`config.mk`:
```
export PLATFORM = sky130hd
export DESIGN_NAME = control_sequencer
export DESIGN_NICKNAME = d
export VERILOG_FILES = /design/src/rtl/cpu_ctrl_pkg.sv /design/src/rtl/reg_onehot_dec.sv /design/src/rtl/control_sequencer.sv
export SDC_FILE = /design/constraint.sdc
export NUM_CORES = 1
export LEC_CHECK = 0
export CAP_MARGIN = 0
export CORE_ASPECT_RATIO = 0.8
export CORE_MARGIN = 2
export CORE_UTILIZATION = 50
export CTS_CLUSTER_SIZE = 8
export DETAILED_ROUTE_END_ITERATION = 12
export DONT_BUFFER_PORTS = 1
export MAX_ROUTING_LAYER = met4
export PLACE_DENSITY = 0.61
export SETUP_SLACK_MARGIN = 0.2
export SYNTH_ARGS = -nofsm -noshare
export SYNTH_HDL_FRONTEND = slang
export SYNTH_SLANG_ARGS = --single-unit
```
`constraint.sdc`:
```
create_clock -name clk -period 4.3 [get_ports clk]
set_input_delay 0.43 -clock clk [delete_from_list [all_inputs] [get_ports clk]]
set_output_delay 0.43 -clock clk [all_outputs]
set_load 0.005 [all_outputs]
```
`src/rtl/cpu_ctrl_pkg.sv`:
```
// Shared definitions for the instruction control sequencer: state encoding,
// opcode constants and IR field positions.
package cpu_ctrl_pkg;

    typedef enum logic [3:0] {
        StIdle = 4'd0,
        StT0   = 4'd1,
        StT1   = 4'd2,
        StT2   = 4'd3,
        StT3   = 4'd4,
        StT4   = 4'd5,
        StT5   = 4'd6,
        StHalt = 4'd7
    } state_e;

    localparam logic [4:0] OP_ADD  = 5'b00011;
    localparam logic [4:0] OP_SUB  = 5'b00100;
    localparam logic [4:0] OP_AND  = 5'b00101;
    localparam logic [4:0] OP_OR   = 5'b00110;
    localparam logic [4:0] OP_SHR  = 5'b00111;
    localparam logic [4:0] OP_SHRA = 5'b01000;
    localparam logic [4:0] OP_SHL  = 5'b01001;
    localparam logic [4:0] OP_ROR  = 5'b01010;
    localparam logic [4:0] OP_ROL  = 5'b01011;
    localparam logic [4:0] OP_NOP  = 5'b11010;
    localparam logic [4:0] OP_HALT = 5'b11011;

    localparam int unsigned OPC_HI = 31;
    localparam int unsigned OPC_LO = 27;
    localparam int unsigned RA_HI  = 26;
    localparam int unsigned RA_LO  = 23;
    localparam int unsigned RB_HI  = 22;
    localparam int unsigned RB_LO  = 19;
    localparam int unsigned RC_HI  = 18;
    localparam int unsigned RC_LO  = 15;

    // Register-to-register ALU opcodes form one contiguous range.
    function automatic logic is_alu(input logic [4:0] op);
        return (op >= OP_ADD) && (op <= OP_ROL);
    endfunction

endpackage

```
`src/rtl/reg_onehot_dec.sv`:
```
// 4-bit register field to one-hot select; fields beyond the register count
// select nothing.
module reg_onehot_dec #(
    parameter int NREG = 16
) (
    input  logic            en_i,
    input  logic [3:0]      field_i,
    output logic [NREG-1:0] onehot_o
);

    always_comb begin
        onehot_o = '0;
        for (int i = 0; i < NREG; i++) begin
            onehot_o[i] = en_i && ({28'd0, field_i} == 32'(i));
        end
    end

endmodule

```
`src/rtl/control_sequencer.sv`:
```
// Fetch/execute control FSM for the datapath: fetch in T0-T2, register-to-register
// ALU execute in T3-T5; strobes are decoded from the registered state and IR.
module control_sequencer
    import cpu_ctrl_pkg::*;
#(
    parameter int NREG = 16,
    parameter int OPW  = 5
) (
    input  logic            clk,
    input  logic            clr,
    input  logic            run,
    input  logic [31:0]     ir,
    input  logic            mem_rdy,
    output logic [NREG-1:0] R_rd,
    output logic [NREG-1:0] R_wrt,
    output logic            PC_out,
    output logic            MDR_out,
    output logic            Zlo_out,
    output logic            Zhi_out,
    output logic            HI_out,
    output logic            LO_out,
    output logic            MAR_out,
    output logic            In_out,
    output logic            C_out,
    output logic            PC_rd,
    output logic            MAR_rd,
    output logic            MDR_rd,
    output logic            IR_rd,
    output logic            Y_rd,
    output logic            Zlo_rd,
    output logic            IncPC,
    output logic            Read,
    output logic [OPW-1:0]  op_sel,
    output logic            illegal,
    output logic            halted,
    output logic [3:0]      state_dbg
);

    state_e     state_q, state_d, boundary;
    logic [4:0] opcode;
    logic [3:0] ra, rb, rc;
    logic       rd_en, wrt_en;
    logic [3:0] wrt_field;
    logic       unused_ir;

    assign opcode    = ir[OPC_HI:OPC_LO];
    assign ra        = ir[RA_HI:RA_LO];
    assign rb        = ir[RB_HI:RB_LO];
    assign rc        = ir[RC_HI:RC_LO];
    assign unused_ir = ^ir[14:0];

    assign boundary = run ? StT0 : StIdle;

    always_comb begin
        state_d = state_q;
        unique case (state_q)
            StIdle: if (run) state_d = StT0;
            StT0:   state_d = StT1;
            StT1:   if (mem_rdy) state_d = StT2;
            StT2:   state_d = StT3;
            StT3: begin
                if (is_alu(opcode))        state_d = StT4;
                else if (opcode == OP_HALT) state_d = StHalt;
                else                        state_d = boundary;
            end
            StT4:   state_d = StT5;
            StT5:   state_d = boundary;
            StHalt: state_d = StHalt;
            default: state_d = StIdle;
        endcase
    end

    always_ff @(posedge clk or posedge clr) begin
        if (clr) state_q <= StIdle;
        else     state_q <= state_d;
    end

    // One decoder serves both register reads: Rb in T3, Rc in T4.
    assign rd_en     = (state_q == StT5);
    assign wrt_en    = ((state_q == StT3) && is_alu(opcode)) || (state_q == StT4);
    assign wrt_field = (state_q == StT4) ? rc : rb;

    reg_onehot_dec #(.NREG(NREG)) u_rd_dec (
        .en_i     (rd_en),
        .field_i  (ra),
        .onehot_o (R_rd)
    );

    reg_onehot_dec #(.NREG(NREG)) u_wrt_dec (
        .en_i     (wrt_en),
        .field_i  (wrt_field),
        .onehot_o (R_wrt)
    );

    assign Zhi_out = 1'b0;
    assign HI_out  = 1'b0;
    assign LO_out  = 1'b0;
    assign MAR_out = 1'b0;
    assign In_out  = 1'b0;
    assign C_out   = 1'b0;
    assign PC_rd   = 1'b0;

    assign state_dbg = state_q;

    always_comb begin
        PC_out  = 1'b0;
        MDR_out = 1'b0;
        Zlo_out = 1'b0;
        MAR_rd  = 1'b0;
        MDR_rd  = 1'b0;
        IR_rd   = 1'b0;
        Y_rd    = 1'b0;
        Zlo_rd  = 1'b0;
        IncPC   = 1'b0;
        Read    = 1'b0;
        op_sel  = '0;
        illegal = 1'b0;
        halted  = 1'b0;
        unique case (state_q)
            StT0: begin
                PC_out = 1'b1;
                MAR_rd = 1'b1;
                IncPC  = 1'b1;
            end
            StT1: begin
                Read   = 1'b1;
                MDR_rd = 1'b1;
            end
            StT2: begin
                MDR_out = 1'b1;
                IR_rd   = 1'b1;
            end
            StT3: begin
                if (is_alu(opcode)) begin
                    Y_rd = 1'b1;
                end else if ((opcode != OP_NOP) && (opcode != OP_HALT)) begin
                    illegal = 1'b1;
                end
            end
            StT4: begin
                op_sel = OPW'(opcode);
                Zlo_rd = 1'b1;
            end
            StT5:   Zlo_out = 1'b1;
            StHalt: halted  = 1'b1;
            default: ;
        endcase
    end

endmodule

```
==> flow_summary_export.csv, run 1 <==
group,metric,value,unit
global_route,globalRouteTotalUtil,0.171,
finish,layout.core_utilization,0.513,
power,report.power.total,311,uW
placed_design,numPortBuffers,0,
worst_hold_path,worst_hold_path_type,"in -> reg",
route,1st_iter_drt_viols,8,
floorplan,floorplan.initialDensity,0.536,
logic_synthesis,synth_most_common_cell,"sky130_fd_sc_hd__a211oi_1",
timing,finalHoldWorstSlack,0.497,ns
clock_network,post_cts_resize_count,0,
route,drtAntennaViolNets,0,
floorplan,floorplan.die_area,2100,um^2
clock_network,htreeDepth,1,
floorplan,core.rowCount,13,
placed_design,detailed_place.area,798,um^2
logic_synthesis,synth_largest_area_cell,"sky130_fd_sc_hd__a211oi_1",
clock_network,clk_pin_slew,0.04,ns
global_route,grt_remaining_overflow,0,
clock_network,cts_tree,"done",
route,drt_via_density,5.95,
logic_synthesis,yosysWarningCount,0,
setup_path,timing.rr.start,"state_dbg[1]",
logic_synthesis,netlist_top_cells_count,"18 x sky130_fd_sc_hd__a211oi_1, 17 x sky130_fd_sc_hd__nor2_1, 15 x sky130_fd_sc_hd__buf_4",
clock_network,cts.repair_timing.setup_buffer_count,0,
clock_network,max-clock-path-buffers,2,
floorplan,die_w,50.7,um
power,maximum_vdd_drop,0.211,mV
logic_synthesis,mappedNetlistArea,872,um^2
timing,worst_slack,2.02,ns
clock_network,worst_skew_pair.late_latency,0.23,ns
logic_synthesis,yosys_register_bits,3,
setup_path,critical_path_class,"reg -> out",
route,total_length_of_routed_wires,1.89,mm
power,leakagePower,0.336,nW
global_route,initial_antenna_violation_count,0,
timing,setup_viol,0,
clock_network,cts_root_buffer,"sky130_fd_sc_hd__clkbuf_4",
placed_design,dp_worst_setup_slack,2.23,ns
timing,grt_setup_unrepaired,"no",
finish,final_nets,147,
timing,final_min_period_over_clock_period,0.531,
logic_synthesis,synth-edff-count,0,
placed_design,placed_cells_incl_taps,127,
finish,fillers,169,
route,drt-pass1-iter-count,4,
route,drc_errors,0,
job,timing.max_cap.violations,0,
finish,number_of_flip_flops_under_the_largest_register_name,3,
setup_path,path_max_fanout,12,
clock_network,cts.sinks,3,
setup_path,cp_data_required_time,3.87,ns
timing,fmax,438,MHz
placed_design,dp.final_hpwl,1.50,mm
timing,tns,0,ns
power,power_density,373,nW/um^2
logic_synthesis,syn-instance-count,115,
floorplan,fp.dieH,41.4,um
finish,antenna_cells,0,
route,detailroute.via_count,785,
setup_path,timing.critical_path.from,"state_dbg[1]",
global_route,grt_pass1_wl,2.60,mm
floorplan,design.core.area,1630,um^2
logic_synthesis,yosysUniqueCellTypes,36,
logic_synthesis,synth.top_cells.by_area,"sky130_fd_sc_hd__a211oi_1 15%, sky130_fd_sc_hd__buf_4 13%, sky130_fd_sc_hd__dfrtp_1 8.6%",
setup_path,cp-end-kind,"output pin",
finish,final_cell_count_no_fill,132,
worst_hold_path,min_from,"ir[27]",
setup_path,timing.critical_path.arrival,1.85,ns
finish,final_cell_area,835,um^2
logic_synthesis,synthDominantCellAreaShare,0.155,
finish,layout-drive-gt1-share,0.136,
run_status,run_status,"finished clean",
timing,final_period_minus_worst_setup_slack,2.28,ns
logic_synthesis,post_synthesis_sequential_area_ratio,0.0861,
global_route,via_count_of_the_first_global_routing_pass,645,
clock_network,cts-hold-fix-buffers,1,
floorplan,io-pin-count,96,
logic_synthesis,synthFlopType,"sky130_fd_sc_hd__dfrtp_1",
route,routedWlPerCell,14.3,um
placed_design,gp_congestion,0.673,
logic_synthesis,mean_cell_area_of_the_mapped_netlist,7.58,um^2
timing,worst_clock_skew,0.00180,ns
setup_path,worstSetupStartpointType,"flop",
clock_network,cts_buffers,3,
finish,area_growth,-4.30,%
timing,drv_slew,0,
global_route,grt_max_degree,14,
timing,finalHoldViolCount,0,
logic_synthesis,synthArstFlopShare,1.00,
-- where the power goes --
group / internal (mW) / switching (mW)
logic: 0.0722 / 0.0962
clock network: 0.0347 / 0.0138
registers: 0.0418 / 0.0527
total: 0.149 / 0.163
-- area by class of cell --
type                       instances  area (um^2)  share of cell area
clock buffer                       4         26.3              0.0315
multi-input combinational         98          678               0.813
inverter                           4         17.5              0.0210
sequential                         3         75.1              0.0900
tap                               22         27.5              0.0330
timing repair buffer               1         10.0              0.0120
-- final timing paths --
| check | slack (ns) | end | depth (start not counted) |
|---|---|---|---|
| hold / removal | 0.50 | state_dbg[2] | 2 |
| setup reg to reg | 2.91 | state_dbg[1] | 3 |
| min in group asynchronous | 0.51 | state_dbg[2] | 2 |
| max in group asynchronous | 3.66 | state_dbg[0] | 2 |
| hold reg to reg | 0.77 | state_dbg[2] | 2 |
| setup / recovery | 2.02 | R_wrt[8] | 4 |
-- layer usage --
metal  vias up  global-route usage  wire (um)
met5         -                   -          0
met4         0              0.0811         12
met3         2              0.0357        168
met2        44               0.253        849
met1       354               0.226        863
li1        385                   -          -
-- layout by cell type, fill, tap and decap left out, types with 2 or more instances in the layout --
cell type and count:
sky130_fd_sc_hd__a211oi_1 18, sky130_fd_sc_hd__and2_1 6, sky130_fd_sc_hd__and3b_1 2, sky130_fd_sc_hd__clkbuf_4 3, sky130_fd_sc_hd__conb_1 8, sky130_fd_sc_hd__dfrtp_1 3, sky130_fd_sc_hd__inv_1 3, sky130_fd_sc_hd__mux2i_1 3
sky130_fd_sc_hd__nand2_1 7, sky130_fd_sc_hd__nand2b_1 4, sky130_fd_sc_hd__nand3b_1 2, sky130_fd_sc_hd__nor2_1 17, sky130_fd_sc_hd__nor2b_1 6, sky130_fd_sc_hd__nor3_1 5, sky130_fd_sc_hd__nor3b_1 2
-- cell families after synthesis --
logic type             after synthesis  synth area share
buffers and inverters               21             0.166
AND/OR/NAND/NOR                     60             0.440
flip-flops                           3            0.0861
multiplexers                         6            0.0803
AO/OA/AOI/OAI                       24             0.222
other                                1           0.00430
-- worst max-delay path: stages, from the launching register on --
cell and delay [ns]:
sky130_fd_sc_hd__dfrtp_1 0.53, sky130_fd_sc_hd__nand3b_4 0.29, sky130_fd_sc_hd__inv_4 0.15, sky130_fd_sc_hd__mux2_4 0.35, sky130_fd_sc_hd__a211oi_1 0.30
Power figures use the tool's default switching activity.
==> run 2, diff against run 1 <==
Clock period 4.3 ns to 2.3 ns, I/O delays scaled along.
==> run 2 against run 1 <==
Global-route usage barely moved. Critical path type unchanged. Design area up 3.0%. Core utilization up 1.5 points. Non-clock buffer count grew 1. Clock skew barely moved. Critical endpoint is now R_wrt[5]. Die area is the same. Sequential share of layout area about the same.
==> flow_summary_export.csv, run 2 (synthesized netlist as in run 1, its figures left out) <==
group,metric,value,unit
run_status,run_status,"finished clean",
finish,layout.core_utilization,0.528,
timing,drv_slew,0,
finish,final_nets,148,
setup_path,crit_path_max_incr_delay,0.49,ns
setup_path,path_cells,"nand3b_4 -> inv_4 -> mux2_4 -> a211oi_1",
placed_design,numPortBuffers,0,
route,drt_via_density,5.98,
setup_path,cp_num_cells,4,
setup_path,r2r_cells,3,
finish,layout-drive-gt1-share,0.189,
setup_path,slack_of_the_worst_reg_to_reg_path,1.01,ns
placed_design,gp_congestion,0.687,
clock_network,clk_pin_slew,0.04,ns
clock_network,cts_tree,"done",
setup_path,cp_data_required_time,2.07,ns
timing,worst_slack,0.305,ns
clock_network,cts.sinks,3,
floorplan,io-pin-count,96,
timing,worst_clock_skew,0.00217,ns
timing,grt_setup_unrepaired,"no",
finish,seq_area,77.6,um^2
worst_hold_path,worstHoldPathCells,2,
placed_design,dp.final_hpwl,1.57,mm
route,drtAntennaViolNets,0,
clock_network,cts_buffers,3,
floorplan,die_w,50.7,um
timing,finalHoldViolCount,0,
setup_path,cpMaxStageDelayCell,"sky130_fd_sc_hd__dfrtp_2",
finish,final_cell_count_no_fill,133,
floorplan,core.rowCount,13,
setup_path,cp-end-kind,"output pin",
floorplan,design.core.area,1630,um^2
route,routedWlPerCell,14.9,um
floorplan,floorplan.initialDensity,0.536,
power,power_density,698,nW/um^2
setup_path,cp_num_buf_inv,1,
setup_path,worstSetupStartpointType,"flop",
power,maximum_vdd_drop,0.405,mV
global_route,via_count_of_the_first_global_routing_pass,632,
route,1st_iter_drt_viols,13,
placed_design,placed_cells_incl_taps,128,
finish,fillers,173,
global_route,grt_remaining_overflow,0,
finish,antenna_cells,0,
finish,layout_common_cells,"17 x sky130_fd_sc_hd__nor2_1, 15 x sky130_fd_sc_hd__a211oi_1, 8 x sky130_fd_sc_hd__conb_1, 7 x sky130_fd_sc_hd__nand2_1",
setup_path,cpLargestDelayFamily,"flip-flops",
global_route,grt_max_degree,13,
route,drt-pass1-iter-count,4,
setup_path,critical_path_class,"reg -> out",
clock_network,worst_skew_pair.late_latency,0.23,ns
timing,final_min_period_over_clock_period,0.868,
finish,area_growth,-1.43,%
global_route,initial_antenna_violation_count,0,
placed_design,dp_worst_setup_slack,0.455,ns
global_route,grt_pass1_wl,2.57,mm
timing,final_period_minus_worst_setup_slack,2.00,ns
clock_network,cts_root_buffer,"sky130_fd_sc_hd__clkbuf_4",
clock_network,max-clock-path-buffers,2,
route,drc_errors,0,
worst_hold_path,worst_hold_path_type,"in -> reg",
finish,layout.cells.most_common,"sky130_fd_sc_hd__nor2_1",
clock_network,htreeDepth,1,
job,timing.max_cap.violations,0,
global_route,globalRouteTotalUtil,0.171,
route,detailroute.via_count,796,
finish,multi_input_area,693,um^2
timing,fmax,501,MHz
route,total_length_of_routed_wires,1.98,mm
floorplan,fp.dieH,41.4,um
timing,setup_viol,0,
power,leakagePower,0.340,nW
floorplan,floorplan.die_area,2100,um^2
timing,tns,0,ns
setup_path,path_max_fanout,12,
setup_path,timing.critical_path.arrival,1.77,ns
finish,number_of_flip_flops_under_the_largest_register_name,3,
-- run 2: timing repair --
item	4_1_cts	5_1_grt
setup buffers	0	0
endpoints found under the setup margin	0	13
resized for setup	0	5
hold buffers	1	0
hold endpoints to repair	3	0
-- run 2: final timing paths --
check / from / end
min: ir[27] / state_dbg[2]
max: state_dbg[1] / R_wrt[5]
min reg2reg: state_dbg[0] / state_dbg[0]
max reg2reg: state_dbg[2] / state_dbg[1]
min in group asynchronous: clr / state_dbg[2]
max in group asynchronous: clr / state_dbg[0]
-- run 2: metrics by stage --
stage	hold slack (ns)	cell area (um^2)	power (mW)
final	0.297	860	0.600
after global routing	0.347	860	0.661
after floorplan	-0.0164	898	0.529
after detailed placement	-0.00573	806	0.505
after global placement	-0.00645	806	0.495
after CTS	0.298	842	0.597
-- run 2: layout make-up --
cell class | instances | share of cell area
flip-flops and latches | 3 | 0.0902
multi-input cells | 98 | 0.806
repair buffers | 2 | 0.0204
well taps | 22 | 0.0320
clock buffers | 4 | 0.0306
inverters | 4 | 0.0204
-- run 2: routing by layer --
metal	global-route usage	routed length (um)	vias up
met1	0.236	926	361
li1	-	-	393
met2	0.243	891	42
met4	0.0811	0	0
met3	0.0321	159	0
met5	-	0	-
-- run 2: where the power goes --
| part | internal [mW] | switching, mW |
|---|---|---|
| Sequential | 0.0828 | 0.0823 |
| Combinational | 0.145 | 0.201 |
| Clock | 0.0648 | 0.0238 |
==> run 3, diff against run 2 <==
Settings changed: TNS_END_PERCENT from default to 1.
==> run 3 against run 2 <==
Sequential share of layout area up 0.11 points. Count of clock-buffer cells in the layout unchanged. Power down 0.56%. Final cell count unchanged. Die area unchanged. Non-clock buffer count unchanged. Critical path depth unchanged. Setup slack better by 0.0054 ns. Core utilization down 0.62 points. Combinational power about the same. Hold slack unchanged. Flip-flop and latch count unchanged. Critical endpoint is now R_wrt[12].
==> flow_summary_export.csv, run 3 (synthesized netlist as in run 1, its figures left out) <==
group,metric,value,unit
run_status,run_status,"finished clean",
finish,number_of_flip_flops_under_the_largest_register_name,3,
timing,finalHoldViolCount,0,
global_route,grt_max_degree,13,
setup_path,critical_path_class,"reg -> out",
route,drt-pass1-iter-count,4,
power,maximum_vdd_drop,0.405,mV
finish,layout.core_utilization,0.522,
floorplan,design.core.area,1630,um^2
timing,grt_setup_unrepaired,"yes",
clock_network,max-clock-path-buffers,2,
timing,final_min_period_over_clock_period,0.865,
clock_network,cts_root_buffer,"sky130_fd_sc_hd__clkbuf_4",
clock_network,cts.sinks,3,
finish,layout_common_cells,"17 x sky130_fd_sc_hd__a211oi_1, 17 x sky130_fd_sc_hd__nor2_1, 8 x sky130_fd_sc_hd__conb_1, 7 x sky130_fd_sc_hd__nand2_1",
placed_design,dp.final_hpwl,1.57,mm
finish,antenna_cells,0,
finish,area_growth,-2.58,%
worst_hold_path,worst_hold_path_type,"in -> reg",
floorplan,floorplan.die_area,2100,um^2
setup_path,worstSetupStartpointType,"flop",
clock_network,worst_skew_pair.late_latency,0.23,ns
route,detailroute.via_count,785,
power,power_density,702,nW/um^2
floorplan,fp.dieH,41.4,um
setup_path,cp_data_required_time,2.07,ns
clock_network,cts_buffers,3,
power,leakagePower,0.339,nW
floorplan,die_w,50.7,um
placed_design,gp_congestion,0.687,
route,1st_iter_drt_viols,9,
floorplan,core.rowCount,13,
job,timing.max_cap.violations,0,
floorplan,io-pin-count,96,
route,routedWlPerCell,14.7,um
setup_path,timing.critical_path.arrival,1.76,ns
power,report.power.total,596,uW
route,total_length_of_routed_wires,1.96,mm
finish,final_cell_count_no_fill,133,
finish,final_nets,148,
route,drc_errors,0,
timing,worst_clock_skew,0.00217,ns
floorplan,floorplan.initialDensity,0.536,
timing,drv_slew,0,
clock_network,cts.repair_timing.setup_buffer_count,0,
clock_network,htreeDepth,1,
placed_design,dp_worst_setup_slack,0.455,ns
setup_path,cp-end-kind,"output pin",
timing,final_period_minus_worst_setup_slack,1.99,ns
timing,setup_viol,0,
route,drt_via_density,5.90,
timing,worst_slack,0.310,ns
finish,fillers,175,
global_route,grt_remaining_overflow,0,
global_route,via_count_of_the_first_global_routing_pass,632,
placed_design,placed_cells_incl_taps,128,
timing,fmax,503,MHz
placed_design,numPortBuffers,0,
global_route,initial_antenna_violation_count,0,
global_route,globalRouteTotalUtil,0.171,
setup_path,path_max_fanout,12,
clock_network,cts_tree,"done",
clock_network,clk_pin_slew,0.04,ns
route,drtAntennaViolNets,0,
global_route,grt_pass1_wl,2.57,mm
finish,layout-drive-gt1-share,0.171,
timing,tns,0,ns
run 3: path summary, 6_finish.rpt:
kind,from,endpoint,slack [ns],cells past startpoint
hold / removal,ir[27],state_dbg[2],0.30,2
setup reg to reg,state_dbg[2],state_dbg[1],1.01,3
setup / recovery,state_dbg[1],R_wrt[12],0.31,4
max in group asynchronous,clr,state_dbg[0],1.84,2
min in group asynchronous,clr,state_dbg[2],0.32,2
hold reg to reg,state_dbg[0],state_dbg[0],0.66,1
run 3: layer usage:
layer	global-route usage	up-vias	routed length, um
met1	0.236	355	933
met4	0.0811	0	0
met5	-	-	0
met2	0.243	42	867
met3	0.0321	0	161
li1	-	388	-
run 3: layout make-up:
| class | instances | area, um^2 | area share |
|---|---|---|---|
| Multi-Input combinational cell | 98 | 683 | 0.804 |
| Sequential cell | 3 | 77.6 | 0.0913 |
| Tap cell | 22 | 27.5 | 0.0324 |
| Clock buffer | 4 | 26.3 | 0.0309 |
| Timing Repair Buffer | 2 | 17.5 | 0.0206 |
| Inverter | 4 | 17.5 | 0.0206 |
run 3: power by group:
group          switching [mW]  internal (mW)  leakage [nW]  total, mW
registers              0.0823         0.0828        0.0347      0.165
logic                   0.199          0.144         0.289      0.343
clock network          0.0238         0.0648        0.0150     0.0885
total                   0.305          0.292         0.339      0.596
run 3: critical path, cell delays in order (launching register included):
cell and delay (ns):
sky130_fd_sc_hd__dfrtp_2 0.49, sky130_fd_sc_hd__nand3b_4 0.24, sky130_fd_sc_hd__inv_4 0.14, sky130_fd_sc_hd__mux2_4 0.36, sky130_fd_sc_hd__a211oi_1 0.29
run 3: stage by stage:
| step | hold slack [ns] | area [um^2] |
|---|---|---|
| CTS | 0.298 | 842 |
| global route | 0.347 | 850 |
| detailed placement | -0.00573 | 806 |
| floorplan | -0.0164 | 898 |
| global placement | -0.00645 | 806 |
| finish | 0.297 | 850 |
run 3: what timing repair did:
| action | 4_1_cts | 5_1_grt |
|---|---|---|
| hold endpoints to repair | 3 | 0 |
| hold buffers | 1 | 0 |
| resized for setup | 0 | 3 |
| endpoints found under the setup margin | 0 | 13 |
